==> src/rtl/aww_types_pkg.sv <==
// Shared pipeline types: register indices, stall status and sequencer state.
package aww_types_pkg;

  localparam int unsigned WORD_W_DEF = 32;
  localparam int unsigned REG_W      = 5;
  localparam int unsigned STALL_W    = 3;

  typedef logic [WORD_W_DEF-1:0] word_t;
  typedef logic [REG_W-1:0]      regbits_t;

  typedef enum logic [STALL_W-1:0] {
    NO_STALL    = 3'd0,
    IFID_STALL  = 3'd1,
    IDEX_STALL  = 3'd2,
    EXMEM_STALL = 3'd3,
    FULL_STALL  = 3'd4
  } pipe_stall_t;

  typedef enum logic [1:0] {
    RUN    = 2'd0,
    DRAIN  = 2'd1,
    HALTED = 2'd2
  } seq_state_t;

endpackage

==> src/rtl/pipeline_sequencer_hazard_detect.sv <==
// Load-use comparator: an in-flight load targets a source of the decoding instruction.
module hazard_detect
  import aww_types_pkg::*;
(
  input  logic       idex_DataRead,
  input  logic [4:0] idex_wsel,
  input  logic [4:0] ifid_rs,
  input  logic [4:0] ifid_rt,
  output logic       lu_hazard
);

  // $0 is hardwired to zero, so a load into it never creates a dependency
  always_comb begin
    lu_hazard = idex_DataRead && (idex_wsel != regbits_t'(0)) &&
                ((idex_wsel == ifid_rs) || (idex_wsel == ifid_rt));
  end

endmodule

==> src/rtl/pipeline_sequencer.sv <==
// Central stall/flush/halt controller for the five-stage pipeline.
module pipeline_sequencer
  import aww_types_pkg::*;
#(
  parameter int unsigned WORD_W = 32
) (
  input  logic              CLK,
  input  logic              nRST,
  input  logic              ihit,
  input  logic              dhit,
  input  logic              exmem_mem_req,
  input  logic              exmem_Halt,
  input  logic              idex_DataRead,
  input  logic [4:0]        idex_wsel,
  input  logic [4:0]        ifid_rs,
  input  logic [4:0]        ifid_rt,
  input  logic              ex_redirect,
  output logic              pc_en,
  output logic              ifid_en,
  output logic              idex_en,
  output logic              exmem_en,
  output logic              memwb_en,
  output logic              ifid_flush,
  output logic              idex_flush,
  output logic              memwb_flush,
  output logic [2:0]        stall,
  output logic              halt,
  output logic [WORD_W-1:0] stall_cycles
);

  seq_state_t  state, state_next;
  pipe_stall_t stall_sel;
  logic        lu_hazard;
  logic        dmem_wait;

  hazard_detect u_hazard_detect (
    .idex_DataRead (idex_DataRead),
    .idex_wsel     (idex_wsel),
    .ifid_rs       (ifid_rs),
    .ifid_rt       (ifid_rt),
    .lu_hazard     (lu_hazard)
  );

  assign dmem_wait = exmem_mem_req && !dhit;
  assign stall     = 3'(stall_sel);

  // State register
  always_ff @(posedge CLK) begin
    if (!nRST) state <= RUN;
    else       state <= state_next;
  end

  // Next-state: a halt reaching EX/MEM drains one cycle, then parks
  always_comb begin
    state_next = state;
    case (state)
      RUN:     if (!dmem_wait && exmem_Halt) state_next = DRAIN;
      DRAIN:   state_next = HALTED;
      HALTED:  state_next = HALTED;
      default: state_next = RUN;
    endcase
  end

  // Enables, flushes and status; the RUN branch is an ordered priority chain
  always_comb begin
    pc_en       = 1'b0;
    ifid_en     = 1'b0;
    idex_en     = 1'b0;
    exmem_en    = 1'b0;
    memwb_en    = 1'b0;
    ifid_flush  = 1'b0;
    idex_flush  = 1'b0;
    memwb_flush = 1'b0;
    stall_sel   = FULL_STALL;
    if (nRST && state == RUN) begin
      if (dmem_wait) begin
        memwb_en    = 1'b1;
        memwb_flush = 1'b1;
        stall_sel   = EXMEM_STALL;
      end else if (exmem_Halt) begin
        memwb_en  = 1'b1;
        stall_sel = FULL_STALL;
      end else if (ex_redirect) begin
        {pc_en, ifid_en, idex_en, exmem_en, memwb_en} = '1;
        ifid_flush = 1'b1;
        idex_flush = 1'b1;
        stall_sel  = NO_STALL;
      end else if (lu_hazard) begin
        {idex_en, exmem_en, memwb_en} = '1;
        idex_flush = 1'b1;
        stall_sel  = IFID_STALL;
      end else if (!ihit) begin
        {ifid_en, idex_en, exmem_en, memwb_en} = '1;
        ifid_flush = 1'b1;
        stall_sel  = IFID_STALL;
      end else begin
        {pc_en, ifid_en, idex_en, exmem_en, memwb_en} = '1;
        stall_sel = NO_STALL;
      end
    end
  end

  // Sticky halt, set as DRAIN hands over to HALTED
  always_ff @(posedge CLK) begin
    if (!nRST)              halt <= 1'b0;
    else if (state == DRAIN) halt <= 1'b1;
  end

  // Saturating count of RUN cycles in which the PC is held
  always_ff @(posedge CLK) begin
    if (!nRST) begin
      stall_cycles <= '0;
    end else if (state == RUN && !pc_en && stall_cycles != '1) begin
      stall_cycles <= stall_cycles + WORD_W'(1);
    end
  end

endmodule

==> config.mk <==
export PLATFORM = sky130hd
export DESIGN_NAME = pipeline_sequencer
export DESIGN_NICKNAME = d
export VERILOG_FILES = /design/src/rtl/aww_types_pkg.sv /design/src/rtl/pipeline_sequencer_hazard_detect.sv /design/src/rtl/pipeline_sequencer.sv
export SDC_FILE = /design/constraint.sdc
export NUM_CORES = 1
export LEC_CHECK = 0
export CAP_MARGIN = 5
export CORE_MARGIN = 3
export CORE_UTILIZATION = 42
export DETAILED_ROUTE_END_ITERATION = 6
export GPL_ROUTABILITY_DRIVEN = 0
export PLACE_DENSITY = 0.76
export SETUP_SLACK_MARGIN = 0.5
export SYNTH_ARGS = -nofsm -noshare
export SYNTH_HDL_FRONTEND = slang
export SYNTH_HIERARCHICAL = 1
export SYNTH_SLANG_ARGS = --single-unit
==> constraint.sdc <==
create_clock -name CLK -period 2.5 [get_ports CLK]
set_clock_uncertainty 0.2 [all_clocks]
set_input_delay 0.25 -clock CLK [delete_from_list [all_inputs] [get_ports CLK]]
set_output_delay 0.25 -clock CLK [all_outputs]
set_load 0.005 [all_outputs]
==> results of run 1 <==
## stage by stage
step	setup WS (ns)	cell area, sq um	util [%]
2_1_floorplan	-0.0441	2190	-
3_3_place_gp	-0.571	3130	64.9
3_5_place_dp	-0.640	3130	64.9
4_1_cts	0.0822	3330	69.1
5_1_grt	-0.0403	3410	70.8
6_report	0.0458	3410	70.8
## power groups by stage
stage / sequential (mW) / clock [mW] / combinational [mW]
3_5_place_dp: 0.630 / 0 / 0.548
2_1_floorplan: 0.631 / 0 / 0.272
6_report: 0.619 / 0.400 / 0.615
5_1_grt: 0.623 / 0.437 / 0.671
3_3_place_gp: 0.629 / 0 / 0.534
4_1_cts: 0.618 / 0.407 / 0.560
## state kept, by name, summed over array words and instances (netlist names)
name          flops
halt              1
stall_cycles     32
state             2
## worst paths after layout
| path | cells after the start | slack (ns) | from | endpoint |
|---|---|---|---|---|
| worst max register to register | 6 | 0.16 | stall_cycles[0]$_SDFFE_PN0P_ | stall_cycles[26]$_SDFFE_PN0P_ |
| worst max-delay path | 10 | 0.05 | idex_wsel[0] | stall_cycles[26]$_SDFFE_PN0P_ |
| worst min-delay path | 2 | 0.27 | halt$_SDFFE_PN0N_ | halt$_SDFFE_PN0N_ |
| worst min register to register | 2 | 0.27 | halt$_SDFFE_PN0N_ | halt$_SDFFE_PN0N_ |
## worst register-to-register path, stage by stage (launching register included)
cell and delay (ns):
dfxtp_1 0.37, ha_1 0.17, and2_2 0.17, nand4_4 0.16, or4b_4 0.57, or4_4 0.50, a21oi_2 0.14
## cell usage in the layout (no fill, tap or decap), types with 3 or more instances in the layout
| cell | Yosys | layout |
|---|---|---|
| dfxtp_1 | 35 | 33 |
| or4_1 | 16 | 14 |
| xnor2_1 | 4 | 3 |
| nand2b_1 | 6 | 6 |
| nand2_1 | 28 | 26 |
| ha_1 | 4 | 3 |
| nor4_2 | 0 | 3 |
| inv_1 | 8 | 6 |
| buf_4 | 2 | 38 |
| or3_1 | 7 | 5 |
| mux2i_1 | 6 | 6 |
| clkbuf_8 | 0 | 5 |
| nor3_1 | 4 | 3 |
| nand3_1 | 13 | 13 |
| o21ai_0 | 9 | 9 |
| a21oi_1 | 29 | 23 |
| or3_4 | 0 | 3 |
| nor2_1 | 9 | 8 |
| dlygate4sd2_1 | 0 | 7 |
| a21oi_2 | 0 | 6 |
| clkdlybuf4s50_1 | 0 | 39 |
| buf_6 | 1 | 12 |
| xor2_1 | 6 | 5 |
| buf_2 | 4 | 9 |
| nand4_1 | 14 | 14 |
| o31ai_1 | 17 | 16 |
## per-layer routing
metal	part of all wire [%]	wire [um]	vias up	global-route usage [%]
li1	-	-	1205	-
met1	42	2890	1187	28.0
met2	50	3480	84	40.1
met3	6.4	446	11	4.81
met4	1.5	102	0	6.58
met5	0	0	-	0
## final cells by class
type / count / area share [%]
Clock buffer: 7 / 2.24
Clock inverter: 1 / 0.147
Inverter: 8 / 0.880
Multi-Input combinational cell: 207 / 44.7
Sequential cell: 35 / 20.6
Tap cell: 67 / 2.46
Timing Repair Buffer: 110 / 29.0
## repair_timing
action / CTS / global route
resized for setup: 97 / 33
setup buffers: 6 / 5
pin swaps: 24 / 10
endpoints found under the setup margin: 43 / 42
hold buffers: 0 / 0
gates cloned: 1 / 0
## cells by family after synthesis
| group | Yosys count |
|---|---|
| xor gates and xnor gates | 10 |
| adders and majority gates | 4 |
| muxes | 6 |
| DFF | 35 |
| buffers and inverters | 23 |
| AOI/OAI and AO/OA | 62 |
| and+or+nand+nor | 124 |
==> out/qor_table.md, run 1 <==
| Metric | Reported | Unit |
| --- | --- | --- |
| Number of synthesized flops with an enable pin | 0 | - |
| Global router's overall resource usage | 22.9 | % |
| Num rows | 25 | - |
| Remaining routing DRC violations | 0 | - |
| Number of unique standard cell types used by synthesis | 44 | - |
| Clk pin slew, worst setup/hold paths | 0.08 | ns |
| Fraction of power spent switching nets | 32.1 | % |
| Final number of max-transition violations | 0 | - |
| Maximum fanout along the worst path | 7 | - |
| Average wire per standard cell | 15.9 | um |
| Instance count of the mapped netlist | 264 | - |
| Combinational family with the most area after synthesis | simple AND/OR/NAND/NOR gates | - |
| Overall via count from detail_route | 2487 | - |
| Global-route wire length before repair | 11200 | um |
| Post-route setup TNS | 0 | ns |
| Area share of the largest cell type after synthesis | 32.9 | % |
| Cell with the most instances after synthesis | dfxtp_1 | - |
| Post-layout nets | 394 | - |
| Yosys Warn Count | 6 | - |
| Signed area change from the synthesized netlist to the final layout | 60.1 | % |
| Library cell used as clock root buffer | clkbuf_8 | - |
| XOR/XNOR share of the synthesized area | 4.11 | % |
| TritonCTS clock tree | done | - |
| Iteration-0 DRC Markers | 144 | - |
| Max clock buf depth | 2 | - |
| Horiz. Die Dim | 77.2 | um |
| Syn_nets | 291 | - |
| Final cell count without fillers | 435 | - |
| Type of the worst setup path | in -> reg | - |
| Slowest Stage Delay on Critical Path | 0.54 | ns |
| Compound-cell area share of the yosys netlist | 17.6 | % |
| Nature of the critical path startpoint | input pin | - |
| Gate family responsible for the most delay along the worst path | simple AND/OR/NAND/NOR gates | - |
| Post-detailed-placement half-perimeter wirelength | 4730 | um |
| Critical Path Sink Type | flip-flop | - |
| Number of max-capacitance violations reported | 0 | - |
| Initial core utilization | 44.2 | % |
| Post-layout power | 1.63 | mW |
| Relative slew slack | 77.6 | % |
| Slowest cell on crit path | or4b_4 | - |
| Data arrival time at the worst-slack endpoint | 2.49 | ns |
| Result of the run | completed | - |
| Class of the tightest hold or removal check | reg -> reg | - |
| Initial antenna violation count | 0 | - |
| Most used standard cells in the synthesized netlist | dfxtp_1, a21oi_1, nand2_1 | - |
| Cells along the critical path | buf_8 -> xor2_1 -> nor3_1 -> nand3_1 -> a21oi_2 -> nor2b_2 -> o2111ai_4 -> or4b_4 -> or4_4 -> a21oi_2 | - |
| Clock tree sinks | 35 | - |
| Area leader, netlist | dfxtp_1 | - |
| Share of total power in combinational logic | 37.6 | % |
| Cell Area, Synth | 0.00213 | sq mm |
| Number of cells after detailed placement | 415 | - |
| Design internal power | 1.11 | mW |
| Final hold violation count | 0 | - |
| Transition time at the pin with the least slew margin | 0.334 | ns |
| Max VDD drop | 0.414 | mV |
| Top flip-flop cell by instance count after synthesis | dfxtp_1 | - |
| Count of boundary I/O pins | 67 | - |
| Top cells by area, synth | dfxtp_1, a21oi_1, o31ai_1 | - |
| Fillcell total | 403 | - |
| Worst path most repeated cell | a21oi_2 | - |
| Seq/Total Area, Yosys | 32.9 | % |
| Syn avg cell area | 8.07 | sq um |
| Max frequency | 0.407 | GHz |
| Async set-reset flop share out of synthesis | 0 | % |
| Fraction of final layout cells with drive strength greater than 1 | 32.1 | % |
| Total length of routed wires | 6920 | um |
| Clock buffer count from CTS | 5 | - |
| Multi-input combinational cell area | 0.00152 | sq mm |
| Sequential share of power | 37.9 | % |
| Share of the clock period used by the worst path after layout | 98.2 | % |
| Area inside the core boundary | 0.00482 | sq mm |
| Adder-cell share of the synthesized area | 2.35 | % |
| Chip height | 77.2 | um |
| RSZ-0062 raised after global routing | true | - |
| Areal power density over the cells | 479 | mW/mm^2 |
| Multiplexer area fraction after synthesis | 2.82 | % |
| Antenna-violating nets left | 0 | - |
| Via count of the first global-routing pass | 2317 | - |
| Leak | 1.25 | nW |
| Clock network fraction of total power | 24.5 | % |
| Flip-flop and latch area | 703 | sq um |
| Antenna diode instance count | 0 | - |
| H-tree lvl count | 2 | - |
| Maximum number of pins on one net before global-route repair | 27 | - |
| Worst EP required | 2.53 | ns |
| Clock Latency Late Sink | 0.29 | ns |
| Number of buffers added on ports | 66 | - |
| Final count of negative-setup-slack endpoints | 0 | - |
| Number of storage elements in the synthesis netlist | 35 | - |
| Congestion Overflow GR | 0 | - |
| Crit path buffers/inverters | 1 | - |
| Die Area | 0.00596 | sq mm |
| Hold slack final | 0.271 | ns |
| Post-route minimum period | 2.45 | ns |
| Net load switching power | 0.525 | mW |
| TritonRoute pass-1 iters | 5 | - |
| Routed via count divided by cell count | 5.72 | - |
| Synthesized-area fraction occupied by and/or/nand/nor cells | 35.2 | % |
Note: power is estimated with default switching activity, not from simulation.
==> run 2: changes to the inputs <==
CORE_UTILIZATION = 47   (was 42)
PLACE_DENSITY = 0.81   (was 0.76)
clock period = 2.4 ns   (was 2.5 ns; I/O delays follow)
==> out/qor_table.md, run 2 (same netlist as run 1, synthesis figures left out) <==
| Metric | Reported | Unit |
| --- | --- | --- |
| Final design instance area without fill | 0.00392 | sq mm |
| Overall via count from detail_route | 3141 | - |
| Post-layout nets | 421 | - |
| Max clock buf depth | 2 | - |
| Class of the tightest hold or removal check | reg -> reg | - |
| Horiz. Die Dim | 73.3 | um |
| Leak | 1.43 | nW |
| Smallest setup slack after layout | -0.320 | ns |
| Final count of negative-setup-slack endpoints | 26 | - |
| Clock Latency Late Sink | 0.30 | ns |
| TritonRoute pass-1 iters | 6 | - |
| Number of buffers added on ports | 66 | - |
| Post-layout power | 2.27 | mW |
| Post-route minimum period | 2.72 | ns |
| Clock tree sinks | 35 | - |
| Relative slew slack | 66.1 | % |
| Initial antenna violation count | 0 | - |
| Biggest registers after layout | stall_cycles (32), state (2), halt (1) | - |
| Chip height | 73.3 | um |
| Final hold violation count | 0 | - |
| Die Area | 0.00538 | sq mm |
| Routed via count divided by cell count | 7.06 | - |
| Worst Reg-to-Reg Cells | 6 | - |
| Post-route setup TNS | -4.17 | ns |
| Worst EP required | 2.39 | ns |
| Worst hold path depth | 2 | - |
| RSZ-0062 raised after global routing | true | - |
| Max VDD drop | 0.664 | mV |
| Signed area change from the synthesized netlist to the final layout | 83.9 | % |
| Congestion Overflow GR | 0 | - |
| Total cell area at the placement stage | 0.00312 | sq mm |
| Nature of the critical path startpoint | input pin | - |
| Remaining routing DRC violations | 0 | - |
| Critical Path Sink Type | flip-flop | - |
| Register with the highest flop count | stall_cycles | - |
| TritonCTS clock tree | done | - |
| Clk pin slew, worst setup/hold paths | 0.08 | ns |
| Iteration-0 DRC Markers | 592 | - |
| Maximum fanout along the worst path | 4 | - |
| Areal power density over the cells | 580 | mW/mm^2 |
| Fraction of final layout cells with drive strength greater than 1 | 46.8 | % |
| Type of the worst setup path | in -> reg | - |
| Final number of max-transition violations | 0 | - |
| Clock buffer count from CTS | 5 | - |
| Antenna-violating nets left | 0 | - |
| Global-route wire length before repair | 13000 | um |
| Hold slack final | 0.329 | ns |
| Count of boundary I/O pins | 67 | - |
| Post-detailed-placement half-perimeter wirelength | 4700 | um |
| Share of the clock period used by the worst path after layout | 113 | % |
| Most common cell after layout, fill and taps aside | buf_4 | - |
| Violated checks | negative setup slack | - |
| Commonest cells after routing, fill and taps aside | buf_4, clkdlybuf4s50_1, buf_6, dfxtp_1, nand2_1 | - |
| Total length of routed wires | 11500 | um |
| Maximum number of pins on one net before global-route repair | 19 | - |
| Area inside the core boundary | 0.00417 | sq mm |
| Final cell count without fillers | 445 | - |
| Number of max-capacitance violations reported | 0 | - |
| Library cell used as clock root buffer | clkbuf_8 | - |
| H-tree lvl count | 2 | - |
| Data arrival time at the worst-slack endpoint | 2.71 | ns |
| Transition time at the pin with the least slew margin | 0.507 | ns |
| Initial core utilization | 51.1 | % |
| Average wire per standard cell | 25.9 | um |
| Place WS | -0.753 | ns |
| Final core utilization | 93.9 | % |
| Antenna diode instance count | 0 | - |
| Max frequency | 0.368 | GHz |
| Via count of the first global-routing pass | 2644 | - |
| Number of cells after detailed placement | 404 | - |
| Result of the run | finished with violations | - |
| Largest register FFs | 32 | - |
| Num rows | 23 | - |
| Global router's overall resource usage | 30.6 | % |
## run 2: cell types whose count changed in the layout (fill, tap and decap cells not counted), moves of 3 or more
cell	before	now
o31ai_4	0	4
a21oi_2	6	19
buf_4	38	48
or4_4	2	13
o21ai_0	9	3
o21ai_1	0	5
a21oi_1	23	10
or4_1	14	4
nor4_4	1	4
buf_6	12	34
nor4_2	3	0
o31ai_1	16	10
## run 2: per-layer routing
| metal | vias up | track usage (%) | routed length, um |
|---|---|---|---|
| met4 | 0 | 10.1 | 863 |
| met3 | 107 | 5.06 | 1300 |
| met1 | 1450 | 38.2 | 4260 |
| met2 | 328 | 53.5 | 5100 |
| li1 | 1256 | - | - |
| met5 | - | 0 | 0 |
## run 2: area by class of cell
type | instances | area, sq um
Inverter | 8 | 32.5
Multi-Input combinational cell | 207 | 1760
Clock buffer | 5 | 68.8
Fill cell | 122 | 255
Tap cell | 50 | 62.6
Sequential cell | 35 | 704
Clock inverter | 3 | 43.8
Timing Repair Buffer | 137 | 1240
## run 2: worst paths after layout
path / from / end / slack (ns)
setup / recovery: ifid_rs[2] / stall_cycles[19]$_SDFFE_PN0P_ / -0.32
hold / removal: stall_cycles[5]$_SDFFE_PN0P_ / stall_cycles[5]$_SDFFE_PN0P_ / 0.33
hold reg to reg: stall_cycles[5]$_SDFFE_PN0P_ / stall_cycles[5]$_SDFFE_PN0P_ / 0.33
setup reg to reg: stall_cycles[0]$_SDFFE_PN0P_ / stall_cycles[26]$_SDFFE_PN0P_ / -0.16
## run 2: worst max-delay path, cell delays in order
cell and delay, ns:
buf_6 0.10, xor2_2 0.17, nor3_2 0.20, nand3_1 0.12, a21oi_2 0.23, nor2b_2 0.09
o2111ai_4 0.25, buf_6 0.14, buf_6 0.10, buf_6 0.09, nand4_1 0.22, buf_4 0.24
buf_4 0.13, o31ai_2 0.29, a21oi_2 0.10
## run 2: repair_timing
action                                  CTS  global route
buffers inserted                         17            14
resized for setup                       139            82
endpoints found under the setup margin   43            41
hold buffers                              0             0
pin swaps                                24            40
cloned                                    1             1
## run 2: power by group
part / switching, mW / leakage, nW / total [mW] / internal (mW)
clock: 0.248 / 0.0581 / 0.558 / 0.310
combinational: 0.483 / 1.09 / 1.06 / 0.574
sequential: 0.0370 / 0.284 / 0.657 / 0.620
total: 0.768 / 1.43 / 2.27 / 1.50
